## config.mk

```make
export PLATFORM = sky130hd
export DESIGN_NAME = dmem_block_mover_flat
export DESIGN_NICKNAME = d
export VERILOG_FILES = /design/src/rtl/dmem_pkg.sv /design/src/rtl/dmem_block_mover_if.sv /design/src/rtl/dmem_chksum.sv /design/src/rtl/dmem_block_mover.sv /design/src/flat_wrapper.sv
export SDC_FILE = /design/constraint.sdc
export NUM_CORES = 1
export LEC_CHECK = 0
export CELL_PAD_IN_SITES_DETAIL_PLACEMENT = 2
export CELL_PAD_IN_SITES_GLOBAL_PLACEMENT = 2
export CORE_MARGIN = 8
export CORE_UTILIZATION = 30
export DETAILED_ROUTE_END_ITERATION = 12
export PLACE_DENSITY_LB_ADDON = 0.1
export SLEW_MARGIN = 20
export SYNTH_ARGS = -nofsm -noshare
export SYNTH_HDL_FRONTEND = slang
export SYNTH_SLANG_ARGS = --single-unit
```

## constraint.sdc

```tcl
create_clock -name clk -period 3.14 [get_ports clk]
set_clock_uncertainty 0.1 [all_clocks]
set_input_delay 0.471 -clock clk [delete_from_list [all_inputs] [get_ports clk]]
set_output_delay 0.471 -clock clk [all_outputs]
set_load 0.01 [all_outputs]
```

## src/rtl/dmem_pkg.sv

```systemverilog
// ---------------------------------------------------------------------------
// dmem_pkg
// Shared definitions for the 256x8 data-memory subsystem: default address and
// data widths and the block-mover state encoding. The memory-side port mux
// imports the same state type so it can decode mover activity consistently.
// No ports (package).
// ---------------------------------------------------------------------------
package dmem_pkg;

    localparam int DMEM_AW = 8;
    localparam int DMEM_DW = 8;

    typedef enum logic [1:0] {
        IDLE = 2'd0,
        RD   = 2'd1,
        WR   = 2'd2,
        DONE = 2'd3
    } mover_state_t;

endpackage

```

## src/rtl/dmem_block_mover_if.sv

```systemverilog
// ---------------------------------------------------------------------------
// dmem_block_mover_if
// Memory-port bundle between the block mover (master) and the data memory /
// system port mux (slave).
//   mem_req      master->slave  mover claims the memory port
//   mem_addr     master->slave  byte address
//   mem_wr_en    master->slave  write enable
//   mem_dat_in   master->slave  write data
//   mem_dat_out  slave->master  combinational read data at mem_addr
// ---------------------------------------------------------------------------
interface dmem_block_mover_if
    import dmem_pkg::*;
#(
    parameter int AW = DMEM_AW,
    parameter int DW = DMEM_DW
);

    logic          mem_req;
    logic [AW-1:0] mem_addr;
    logic          mem_wr_en;
    logic [DW-1:0] mem_dat_in;
    logic [DW-1:0] mem_dat_out;

    modport master (
        output mem_req,
        output mem_addr,
        output mem_wr_en,
        output mem_dat_in,
        input  mem_dat_out
    );

    modport slave (
        input  mem_req,
        input  mem_addr,
        input  mem_wr_en,
        input  mem_dat_in,
        output mem_dat_out
    );

endinterface

```

## src/rtl/dmem_chksum.sv

```systemverilog
// ---------------------------------------------------------------------------
// dmem_chksum
// XOR accumulator over the bytes written by the block mover.
//   clk     in   rising-edge clock
//   reset   in   asynchronous active-high reset, clears the accumulator
//   clear   in   synchronous clear (a new transfer was accepted)
//   enable  in   fold data into the accumulator this edge
//   data    in   DW byte to fold in
//   chksum  out  DW current accumulator value (registered)
// clear has priority over enable; the two never coincide in the mover, but
// the priority keeps the behaviour defined if they ever do.
// ---------------------------------------------------------------------------
module dmem_chksum
    import dmem_pkg::*;
#(
    parameter int DW = DMEM_DW
) (
    input  logic          clk,
    input  logic          reset,
    input  logic          clear,
    input  logic          enable,
    input  logic [DW-1:0] data,
    output logic [DW-1:0] chksum
);

    logic [DW-1:0] acc_reg;

    always_ff @(posedge clk or posedge reset) begin
        if (reset) begin
            acc_reg <= '0;
        end else if (clear) begin
            acc_reg <= '0;
        end else if (enable) begin
            acc_reg <= acc_reg ^ data;
        end
    end

    assign chksum = acc_reg;

endmodule

```

## src/rtl/dmem_block_mover.sv

```systemverilog
// ---------------------------------------------------------------------------
// dmem_block_mover
// Block-copy engine in front of the 256x8 data memory. On an accepted start it
// copies len bytes from src_addr to dst_addr in ascending order, one read
// cycle and one write cycle per byte, then pulses done for one cycle.
// Ports:
//   clk       in   rising-edge clock
//   reset     in   asynchronous active-high reset (aborts any transfer)
//   start     in   one-cycle request, only honoured in IDLE
//   src_addr  in   AW first source address, sampled with start
//   dst_addr  in   AW first destination address, sampled with start
//   len       in   AW byte count, 0 = no transfer
//   busy      out  high while in RD or WR
//   done      out  one-cycle pulse in DONE
//   chksum    out  DW running XOR of copied bytes (DMEM_MOVER_CHKSUM_EN only)
//   mem       if   master side of dmem_block_mover_if (memory port)
// Build option: define DMEM_MOVER_CHKSUM_EN to add the chksum port and its
// accumulator; otherwise neither exists.
// ---------------------------------------------------------------------------
module dmem_block_mover
    import dmem_pkg::*;
#(
    parameter int AW = DMEM_AW,
    parameter int DW = DMEM_DW
) (
    input  logic                 clk,
    input  logic                 reset,
    input  logic                 start,
    input  logic [AW-1:0]        src_addr,
    input  logic [AW-1:0]        dst_addr,
    input  logic [AW-1:0]        len,
    output logic                 busy,
    output logic                 done,
`ifdef DMEM_MOVER_CHKSUM_EN
    output logic [DW-1:0]        chksum,
`endif
    dmem_block_mover_if.master   mem
);

    mover_state_t  state_reg, state_next;
    logic [AW-1:0] src_ptr_reg, src_ptr_next;
    logic [AW-1:0] dst_ptr_reg, dst_ptr_next;
    logic [AW-1:0] count_reg, count_next;
    logic [DW-1:0] data_reg, data_next;

    // State and datapath registers. Reset returns everything to zero so an
    // aborted transfer leaves no stale pointers behind.
    always_ff @(posedge clk or posedge reset) begin
        if (reset) begin
            state_reg   <= IDLE;
            src_ptr_reg <= '0;
            dst_ptr_reg <= '0;
            count_reg   <= '0;
            data_reg    <= '0;
        end else begin
            state_reg   <= state_next;
            src_ptr_reg <= src_ptr_next;
            dst_ptr_reg <= dst_ptr_next;
            count_reg   <= count_next;
            data_reg    <= data_next;
        end
    end

    // Next-state and datapath update. Pointers are plain AW-bit adders so
    // they wrap from the top of memory to 0 without any special handling.
    always_comb begin
        state_next   = state_reg;
        src_ptr_next = src_ptr_reg;
        dst_ptr_next = dst_ptr_reg;
        count_next   = count_reg;
        data_next    = data_reg;

        case (state_reg)
            IDLE: begin
                if (start) begin
                    src_ptr_next = src_addr;
                    dst_ptr_next = dst_addr;
                    count_next   = len;
                    state_next   = (len == '0) ? DONE : RD;
                end
            end
            RD: begin
                data_next    = mem.mem_dat_out;
                src_ptr_next = src_ptr_reg + AW'(1);
                state_next   = WR;
            end
            WR: begin
                dst_ptr_next = dst_ptr_reg + AW'(1);
                count_next   = count_reg - AW'(1);
                // Decision uses the pre-decrement value: 1 means this write
                // is the last byte.
                state_next   = (count_reg == AW'(1)) ? DONE : RD;
            end
            DONE: begin
                state_next = IDLE;
            end
            default: begin
                state_next = IDLE;
            end
        endcase
    end

    assign busy        = (state_reg == RD) || (state_reg == WR);
    assign done        = (state_reg == DONE);
    assign mem.mem_req = busy;

    // Memory port decoded from registered state only, so it is stable for the
    // whole cycle and parks at zero whenever the mover does not own the port.
    always_comb begin
        mem.mem_addr   = '0;
        mem.mem_wr_en  = 1'b0;
        mem.mem_dat_in = '0;
        case (state_reg)
            RD: begin
                mem.mem_addr = src_ptr_reg;
            end
            WR: begin
                mem.mem_addr   = dst_ptr_reg;
                mem.mem_wr_en  = 1'b1;
                mem.mem_dat_in = data_reg;
            end
            default: begin
                mem.mem_addr   = '0;
                mem.mem_wr_en  = 1'b0;
                mem.mem_dat_in = '0;
            end
        endcase
    end

`ifdef DMEM_MOVER_CHKSUM_EN
    // Cleared on every accepted start (including len 0), folded at each WR
    // edge with the byte being written; holds between transfers.
    logic chk_clear;
    logic chk_en;

    assign chk_clear = (state_reg == IDLE) && start;
    assign chk_en    = (state_reg == WR);

    dmem_chksum #(
        .DW (DW)
    ) u_chksum (
        .clk    (clk),
        .reset  (reset),
        .clear  (chk_clear),
        .enable (chk_en),
        .data   (data_reg),
        .chksum (chksum)
    );
`else
`endif

endmodule
```

## src/flat_wrapper.sv

```systemverilog
// flat-port wrapper written by rule: the top's interface ports become plain ports
module dmem_block_mover_flat import dmem_pkg::*;
#(
    parameter int AW = DMEM_AW,
    parameter int DW = DMEM_DW
)
  (clk, reset, start, src_addr, dst_addr, len, busy, done, mem_mem_req, mem_mem_addr, mem_mem_wr_en, mem_mem_dat_in, mem_mem_dat_out);
  dmem_block_mover_if #(.AW(AW), .DW(DW)) mem_i ();
  input  logic clk;
  input  logic reset;
  input  logic start;
  input  logic [AW-1:0] src_addr;
  input  logic [AW-1:0] dst_addr;
  input  logic [AW-1:0] len;
  output logic busy;
  output logic done;
  output wire logic [$bits(mem_i.mem_req)-1:0] mem_mem_req;
  output wire logic [$bits(mem_i.mem_addr)-1:0] mem_mem_addr;
  output wire logic [$bits(mem_i.mem_wr_en)-1:0] mem_mem_wr_en;
  output wire logic [$bits(mem_i.mem_dat_in)-1:0] mem_mem_dat_in;
  input wire logic [$bits(mem_i.mem_dat_out)-1:0] mem_mem_dat_out;
  assign mem_mem_req = mem_i.mem_req;
  assign mem_mem_addr = mem_i.mem_addr;
  assign mem_mem_wr_en = mem_i.mem_wr_en;
  assign mem_mem_dat_in = mem_i.mem_dat_in;
  assign mem_i.mem_dat_out = mem_mem_dat_out;
  dmem_block_mover #(.AW(AW), .DW(DW)) u_core (.clk(clk), .reset(reset), .start(start), .src_addr(src_addr), .dst_addr(dst_addr), .len(len), .busy(busy), .done(done), .mem(mem_i));
endmodule
```

==> flow_summary.ini <==
[sta]
max-slew-margin-rel_pct = 38.01
tns_ns = 0
worst_pin_slew_ns = 0.9040
period_share_pct = 91.02
fmax_mhz = 349.9
setup_viol = 0
layout_min_cycle_time_ns = 2.858
hold_violations = 0
drv_slew = 0
hold_ws_ns = 0.4041
rsz0062_at_grt = false

[grt]
grt_overflow_total = 0
grt_usage_pct = 14.46
grt_pass1_vias = 2305
grt_pass1_wl_microns = 11610
grt_start_max_net_pins = 35
antenna_found_initial = 0

[placement]
numPortBuffers = 54
hpwl_microns = 5098
dpl.cell_count = 380
gp_congestion = 0.7483

[cts]
clock_path_buffers = 2
cts_tree = done
cts_resized = 0
cts_setup_buffers = 0
postCtsHoldBufs = 0
clkTransAtPathRegs_ns = 0.07
root_buffer = clkbuf_8
clk_latency_ns = 0.28
cts.sinks = 34
htreeDepth = 2
numCtsBuffers = 5

[cells_and_area]
final_cell_mix = 54 x clkdlybuf4s50_1, 34 x dfrtp_1, 28 x a21oi_1
final_common_cell = clkdlybuf4s50_1
final_cells = 388
synthToLayoutAreaGrowth_pct = 35.48
fin_nets = 334
layout-drive-gt1-share_pct = 8.219
antenna_cells = 0

[logic_synthesis]
synth_seq_cells = 34
syn_avg_cell_area_sq_um = 8.890
synth.distinct_cells = 39
syn_nets = 281
synth_seq_area_share_pct = 40.21
synthCells = 238
yosysWarnings = 0
synth_area_sq_mm = 0.002116

[floorplan]
pin_count = 55
dieHeight_microns = 99.98
placeableCoreArea_sq_mm = 0.006794
std_cell_rows = 30
start_util_pct = 31.14
die_width_microns = 99.98
dieArea_sq_mm = 0.009996

[routing]
drc = 0
antenna_left = 0
wl_per_cell_microns = 17.89
via_per_inst = 5.111
vias = 1983
finalWirelength_microns = 6941
drt_iter0_markers = 36
dr.pass1.iters = 4

[critical_path]
slowest_delay_ns = 0.56
crit_fanout = 9
crit_path_top_delay_cell = clkdlybuf4s50_1
critPathKind = flop to output pin
required_ns = 2.57
worstPathCellList = inv_1, ha_1, buf_4, nand2_1, a21boi_0, clkdlybuf4s50_1
critPathArrivalTime_ns = 2.29
worst-r2r-cell-count = 6
cp-start-kind = flop
critPathCaptureType = output pin

[hold_path]
hold_depth = 1
min_path_type = flop to flop

[power_and_ir_drop]
p_leak_nw = 1.119
peakVddDrop_v = 0.0002923
p_per_area_mw_per_mm2 = 994.3

[status]
status = complete, no violations

[job]
max_cap_viol_count = 0
[area by class of cell]
class / count / area (sq um)
clock buffer: 7 / 76.32
clock inverter: 1 / 30.03
fill: 757 / 3928
inverter: 8 / 30.03
multi-input combinational: 182 / 1174
sequential: 34 / 850.8
tap: 96 / 120.1
timing repair buffer: 60 / 585.6
[worst max-delay path: cells and delay by family (launching register included)]
family / cells / cell delay, ns
AOI/OAI and AO/OA: 1 / 0.17
and+or+nand+nor: 1 / 0.11
adders and majority gates: 1 / 0.39
DFF: 1 / 0.43
buffers and inverters: 3 / 0.90
[worst paths after layout]
path	to	startpoint	slack, ns
worst max register to register	u_core.src_ptr_reg[7]	u_core.state_reg[1]	0.66
worst min-delay path	u_core.data_reg[7]	u_core.data_reg[7]	0.40
max in group asynchronous	u_core.count_reg[2]	reset	2.08
worst max-delay path	mem_mem_addr[4]	u_core.state_reg[1]	0.28
min in group asynchronous	u_core.data_reg[5]	reset	0.52
worst min register to register	u_core.data_reg[7]	u_core.data_reg[7]	0.40
[per-stage QoR]
stage          cell area (sq um)  utilization (%)  setup slack, ns  power (W)
2_1_floorplan               2116                -           0.9528   0.001878
3_3_place_gp                2750            40.48           0.5019   0.002408
3_5_place_dp                2750            40.48           0.4390   0.002454
4_1_cts                     2856            42.04           0.1141   0.002888
5_1_grt                     2867            42.19           0.1167   0.003116
6_report                    2867            42.19           0.2819   0.002850
[layer usage]
metal / track usage, % / routed length (microns)
met3: 2.976 / 228
met4: 3.837 / 45
met5: 0 / 0
met2: 25.50 / 3511
met1: 17.28 / 3155
[cell families after synthesis]
group / share of synthesized area, %
AND/OR/NAND/NOR: 19.40
buffers and inverters: 4.908
adder cells (fa/ha/maj): 4.731
AO/OA/AOI/OAI: 22.18
flip-flops: 40.21
multiplexers: 8.575
[Yosys cell counts, drive strengths merged]
master | number | area, sq um
a21boi | 4 | 30.03
a21o | 1 | 7.510
a21oi | 28 | 140.1
a22oi | 4 | 30.03
a2bb2oi | 4 | 35.03
a41o | 1 | 10.01
and2 | 9 | 56.30
and2b | 1 | 8.760
and3 | 1 | 6.260
buf | 7 | 37.54
clkbuf | 7 | 36.28
dfrtp | 34 | 850.8
ha | 8 | 100.1
inv | 8 | 30.03
mux2 | 9 | 101.4
mux2i | 8 | 80.08
nand2 | 25 | 93.84
nand2b | 4 | 25.02
nand3 | 10 | 50.05
nand4 | 3 | 18.77
nor2 | 10 | 37.54
nor2b | 6 | 37.54
nor3 | 2 | 10.01
nor4 | 3 | 25.02
nor4b | 1 | 8.760
o211ai | 2 | 15.01
o21ai | 16 | 80.07
o22a | 3 | 26.28
o22ai | 11 | 68.82
o2bb2a | 1 | 10.01
o31ai | 1 | 7.510
o32ai | 1 | 8.760
or2 | 1 | 6.260
or3 | 3 | 18.77
or4 | 1 | 7.510
[report_power, final]
part	total (W)	internal, W	switching [W]	leakage [nW]
combinational	0.00154	0.000735	0.000802	0.672
sequential	0.000911	0.000664	0.000247	0.395
clock	0.000402	0.000238	0.000164	0.0524
Note: power is estimated with default switching activity, not from simulation.
